[src/rtl/serial_subtractor_pkg.sv]
// Shared definitions for the bit-serial subtractor.
//   state_e   : FSM encoding (IDLE / BUSY / DONE)
//   cnt_width : bit-counter width for a given operand width (never below 1)
package serial_subtractor_pkg;

  typedef enum logic [1:0] {
    ST_IDLE = 2'd0,
    ST_BUSY = 2'd1,
    ST_DONE = 2'd2
  } state_e;

  function automatic int cnt_width(input int w);
    return (w <= 2) ? 1 : $clog2(w);
  endfunction

endpackage

[src/rtl/serial_subtractor_full_subtractor.sv]
// 1-bit combinational full subtractor: x - y - bin.
//   i_w_x    : minuend bit
//   i_w_y    : subtrahend bit
//   i_w_bin  : borrow in
//   o_w_d    : difference bit
//   o_w_bout : borrow out
module full_subtractor (
  input  logic i_w_x,
  input  logic i_w_y,
  input  logic i_w_bin,
  output logic o_w_d,
  output logic o_w_bout
);

  assign o_w_d    = i_w_x ^ i_w_y ^ i_w_bin;
  assign o_w_bout = (~i_w_x & i_w_y) | (~(i_w_x ^ i_w_y) & i_w_bin);

endmodule

[src/rtl/serial_subtractor.sv]
// Bit-serial two's-complement subtractor: D = A - B, one bit per clock, LSB first.
// Operands are accepted on a valid/ready handshake in IDLE, p_width BUSY cycles
// produce the difference, and the result is offered in DONE until taken.
//   i_w_clk, i_w_reset     : clock, asynchronous active-high reset
//   i_w_a, i_w_b           : unsigned operands
//   i_w_valid / o_w_ready  : operand handshake (ready only in IDLE)
//   o_w_d                  : (p_width+1)-bit two's-complement difference
//   o_w_borrow             : final borrow (A < B), equal to o_w_d MSB
//   o_w_valid / i_w_ready  : result handshake
module serial_subtractor
  import serial_subtractor_pkg::*;
#(
  parameter int p_width = 6
) (
  input  logic               i_w_clk,
  input  logic               i_w_reset,
  input  logic [p_width-1:0] i_w_a,
  input  logic [p_width-1:0] i_w_b,
  input  logic               i_w_valid,
  output logic               o_w_ready,
  output logic [p_width:0]   o_w_d,
  output logic               o_w_borrow,
  output logic               o_w_valid,
  input  logic               i_w_ready
);

  localparam int              CW       = cnt_width(p_width);
  localparam logic [CW-1:0]   CNT_LAST = CW'(p_width - 1);

  state_e               state_q, state_d;
  logic [p_width-1:0]   a_q, a_d;
  logic [p_width-1:0]   b_q, b_d;
  logic [p_width-1:0]   diff_q, diff_d;
  logic                 brw_q, brw_d;
  logic [CW-1:0]        cnt_q, cnt_d;
  logic [p_width:0]     res_q, res_d;
  logic                 bout_q, bout_d;

  logic                 d_bit;
  logic                 brw_nxt;
  logic [p_width-1:0]   diff_shift;

  full_subtractor u_fs (
    .i_w_x    (a_q[0]),
    .i_w_y    (b_q[0]),
    .i_w_bin  (brw_q),
    .o_w_d    (d_bit),
    .o_w_bout (brw_nxt)
  );

  // New difference bit enters from the MSB side; after p_width shifts the
  // LSB-first stream sits in natural bit order.
  assign diff_shift = p_width'({d_bit, diff_q} >> 1);

  always_comb begin
    state_d = state_q;
    a_d     = a_q;
    b_d     = b_q;
    diff_d  = diff_q;
    brw_d   = brw_q;
    cnt_d   = cnt_q;
    res_d   = res_q;
    bout_d  = bout_q;
    unique case (state_q)
      ST_IDLE: begin
        if (i_w_valid) begin
          a_d     = i_w_a;
          b_d     = i_w_b;
          brw_d   = 1'b0;
          cnt_d   = '0;
          state_d = ST_BUSY;
        end
      end
      ST_BUSY: begin
        a_d    = a_q >> 1;
        b_d    = b_q >> 1;
        diff_d = diff_shift;
        brw_d  = brw_nxt;
        cnt_d  = cnt_q + CW'(1);
        if (cnt_q == CNT_LAST) begin
          // Final borrow is the sign bit of the widened result.
          res_d   = {brw_nxt, diff_shift};
          bout_d  = brw_nxt;
          state_d = ST_DONE;
        end
      end
      ST_DONE: begin
        if (i_w_ready) state_d = ST_IDLE;
      end
      default: state_d = ST_IDLE;
    endcase
  end

  always_ff @(posedge i_w_clk or posedge i_w_reset) begin
    if (i_w_reset) begin
      state_q <= ST_IDLE;
      a_q     <= '0;
      b_q     <= '0;
      diff_q  <= '0;
      brw_q   <= 1'b0;
      cnt_q   <= '0;
      res_q   <= '0;
      bout_q  <= 1'b0;
    end else begin
      state_q <= state_d;
      a_q     <= a_d;
      b_q     <= b_d;
      diff_q  <= diff_d;
      brw_q   <= brw_d;
      cnt_q   <= cnt_d;
      res_q   <= res_d;
      bout_q  <= bout_d;
    end
  end

  // Handshake flags decode straight from the state register, so o_w_valid
  // never sees i_w_ready combinationally.
  assign o_w_ready  = (state_q == ST_IDLE);
  assign o_w_valid  = (state_q == ST_DONE);
  assign o_w_d      = res_q;
  assign o_w_borrow = bout_q;

endmodule
[config.mk]
export PLATFORM = sky130hd
export DESIGN_NAME = serial_subtractor
export DESIGN_NICKNAME = d
export VERILOG_FILES = /design/src/rtl/serial_subtractor_pkg.sv /design/src/rtl/serial_subtractor_full_subtractor.sv /design/src/rtl/serial_subtractor.sv
export SDC_FILE = /design/constraint.sdc
export NUM_CORES = 1
export LEC_CHECK = 0
export ABC_AREA = 1
export BUFFER_PORTS_ARGS = -buffer_cell sky130_fd_sc_hd__buf_2
export CORE_MARGIN = 10
export CORE_UTILIZATION = 50
export CTS_BUF_LIST = sky130_fd_sc_hd__clkbuf_16
export CTS_CLUSTER_SIZE = 24
export DETAILED_ROUTE_END_ITERATION = 12
export PLACE_DENSITY = 0.73
export SLEW_MARGIN = 20
export SYNTH_ARGS = -nofsm -noshare
export SYNTH_HDL_FRONTEND = slang
export SYNTH_SLANG_ARGS = --single-unit
[constraint.sdc]
create_clock -name i_w_clk -period 1.9 [get_ports i_w_clk]
set_input_delay 0.19 -clock i_w_clk [delete_from_list [all_inputs] [get_ports i_w_clk]]
set_output_delay 0.19 -clock i_w_clk [all_outputs]
set_load 0.05 [all_outputs]
==> impl_metrics.json <==
{
  "final.setup.tns_ns": 0,
  "grt_setup_unrepaired": "no",
  "yosysMostFrequentCell": "nand2_1",
  "synth.avg_cell_area_sq_um": 8.28,
  "switchingPower_mw": 1.42,
  "dieWidth_um": 73.7,
  "crit_start": "state_q[0]",
  "initial_core_util_pct": 52.2,
  "wl_met2_mm": 1.41,
  "cp-end-kind": "output pin",
  "synth_area_leader_cell": "dfrtp_1",
  "root_buffer": "clkbuf_16",
  "grt.total_usage_pct": 12.3,
  "intPower_mw": 1.96,
  "setup_viol": 0,
  "design_area_sq_um": 1730,
  "pwr-share-clk_pct": 25.3,
  "grt_max_degree": 31,
  "routed_wl_mm": 2.90,
  "syn_nets": 193,
  "place_congestion": 0.768,
  "clock-sinks": 30,
  "violations": "hold timing",
  "pwr-share-comb_pct": 40.6,
  "irDropWorstVdd_uv": 1360,
  "relSlewSlack_pct": 62.8,
  "numCtsBuffers": 5,
  "insertion_delay_ns": 0.27,
  "r2r-start": "state_q[0]",
  "die_h_um": 73.7,
  "cts_resized": 0,
  "synthArstFlopShare_pct": 100,
  "htree_levels": 2,
  "cp_max_fo": 16,
  "io_buffers": 25,
  "seq_power_share_pct": 34.1,
  "cp.required_ns": 1.71,
  "dpl-instance-area_sq_um": 1570,
  "cp.arrival_ns": 1.45,
  "design.core.area_sq_um": 2760,
  "fin_crit_sh_pct": 86.4,
  "grt_first_pass_wirelength_mm": 5.20,
  "cts_tree": "built",
  "drc": 0,
  "dr.pass1.iters": 5,
  "area_delta_synth_final_pct": 20.2,
  "syn-cell-area_sq_um": 1440,
  "nets": 220,
  "maxCapViolations": 0,
  "finClkSkew_ns": 0.00322,
  "hold_buffers": 0,
  "antenna_cells": 0,
  "syn_inst": 174,
  "drt-initial-drc-count": 63,
  "p_leak_nw": 0.975,
  "clk_pin_slew_ns": 0.05,
  "synth_cell_type_count": 19,
  "synth.top_cell.area_share_pct": 52.1,
  "top_layer_used": "met4",
  "synthTopCellsByCount": "nand2_1 (59), inv_1 (31), dfrtp_1 (30)",
  "layout-drive-gt1-share_pct": 23.9,
  "grt-ovfl-total": 0,
  "p_sw_share_pct": 42.0,
  "worstSetupPathType": "register to output pin",
  "status": "complete, but fails checks",
  "hold_viol": 30,
  "yosysWarnings": 0,
  "dieArea_sq_um": 5430,
  "vias": 1108,
  "hold_slack_ns": -0.0102,
  "crit_path_start_kind": "register",
  "wl_met1_mm": 1.25,
  "wl_per_cell_um": 12.5,
  "ys_ff_latch": 30,
  "clockBufferDepth": 2,
  "min_period_ns": 1.64,
  "dp_hpwl_mm": 2.14,
  "synthTopCellsByArea": "dfrtp_1 (52%), nand2_1 (15%), inv_1 (8.1%)",
  "seq_area_frac_synth_pct": 52.1,
  "io_pins": 26,
  "via_per_inst": 4.78,
  "antenna_left": 0,
  "cts_setup_buffers": 0,
  "maxSlewViolCount": 0,
  "std_cell_rows": 19,
  "grt_pass1_vias": 1243,
  "met3WireLength_um": 185,
  "power_density_nw_per_um2": 1950,
  "antenna_found_initial": 0,
  "tightest_slew_ns": 0.558,
  "hold_path.class": "primary input to asynchronous set/reset pin",
  "synth_edf_count": 0,
  "synth_top_flop_cell": "dfrtp_1",
  "fmaxAchievable_mhz": 609
}
-- power by group through the flow --
stage / Sequential [mW] / Combinational [mW] / Clock, mW
after detailed placement: 1.15 / 1.39 / 0
after global routing: 1.19 / 1.58 / 0.898
after CTS: 1.15 / 1.40 / 0.871
after global placement: 1.14 / 1.34 / 0
after floorplan: 1.30 / 0.961 / 0
final: 1.15 / 1.37 / 0.854
-- cells in the final DEF, fill, tap and decap left out, drive strengths merged --
cell / netlist / final
ha: 2 / 2
fa: 1 / 1
nor2: 5 / 5
a21oi: 1 / 1
bufinv: 0 / 1
clkinv: 0 / 1
inv: 32 / 32
dfrtp: 30 / 30
o21ai: 18 / 18
o31ai: 1 / 1
buf: 6 / 27
nand2: 64 / 64
nand3: 13 / 13
clkbuf: 1 / 5
-- kinds of logic after synthesis --
logic type | after synthesis | synth area share, %
compound gates | 20 | 9.21
fa+ha+maj | 3 | 3.13
buf+inv | 39 | 11.6
flops | 30 | 52.1
simple gates | 82 | 23.9
-- flip-flops by register name, indices dropped and copies added (netlist names) --
name     cells
diff_q       5
b_q          6
a_q          6
o_w_d        7
cnt_q        3
brw_q        1
state_q      2
-- critical path, cell delays in order (launching register included) --
cell	delay, ns
dfrtp_1	0.57
nor2_1	0.30
buf_2	0.31
-- per-layer routing --
layer,GRT usage [%],vias to the layer above
li1,-,573
met2,20.0,27
met3,5.65,6
met5,0,-
met1,13.2,502
met4,5.80,0
-- through the flow --
step	std cells	util (%)	setup slack [ns]	power [mW]
after floorplan	174	-	0.378	2.26
after global placement	225	57.0	0.501	2.47
after detailed placement	225	57.0	0.456	2.54
after CTS	232	62.7	0.267	3.42
after global routing	232	62.7	0.174	3.67
final	232	62.7	0.258	3.37
-- path summary, 6_finish.rpt --
kind                              end  slack, ns  depth (start not counted)
setup / recovery            o_w_ready       0.26                          2
max in group asynchronous       brw_q       1.64                          3
hold reg to reg              o_w_d[4]       0.47                          2
min in group i_w_clk       state_q[1]       0.11                          2
setup reg to reg               a_q[3]       0.45                          5
hold / removal               cnt_q[0]      -0.01                          3
-- area by class of cell --
type                    instances  area [sq um]
multi-input cells             105           522
clock buffers                   5           125
clock inverters                 2          33.8
inverters                      32           120
repair buffers                 27           140
fillers                       250          1030
well taps                      31          38.8
flip-flops and latches         30           751
No activity file was read; power rests on OpenSTA's default activity.
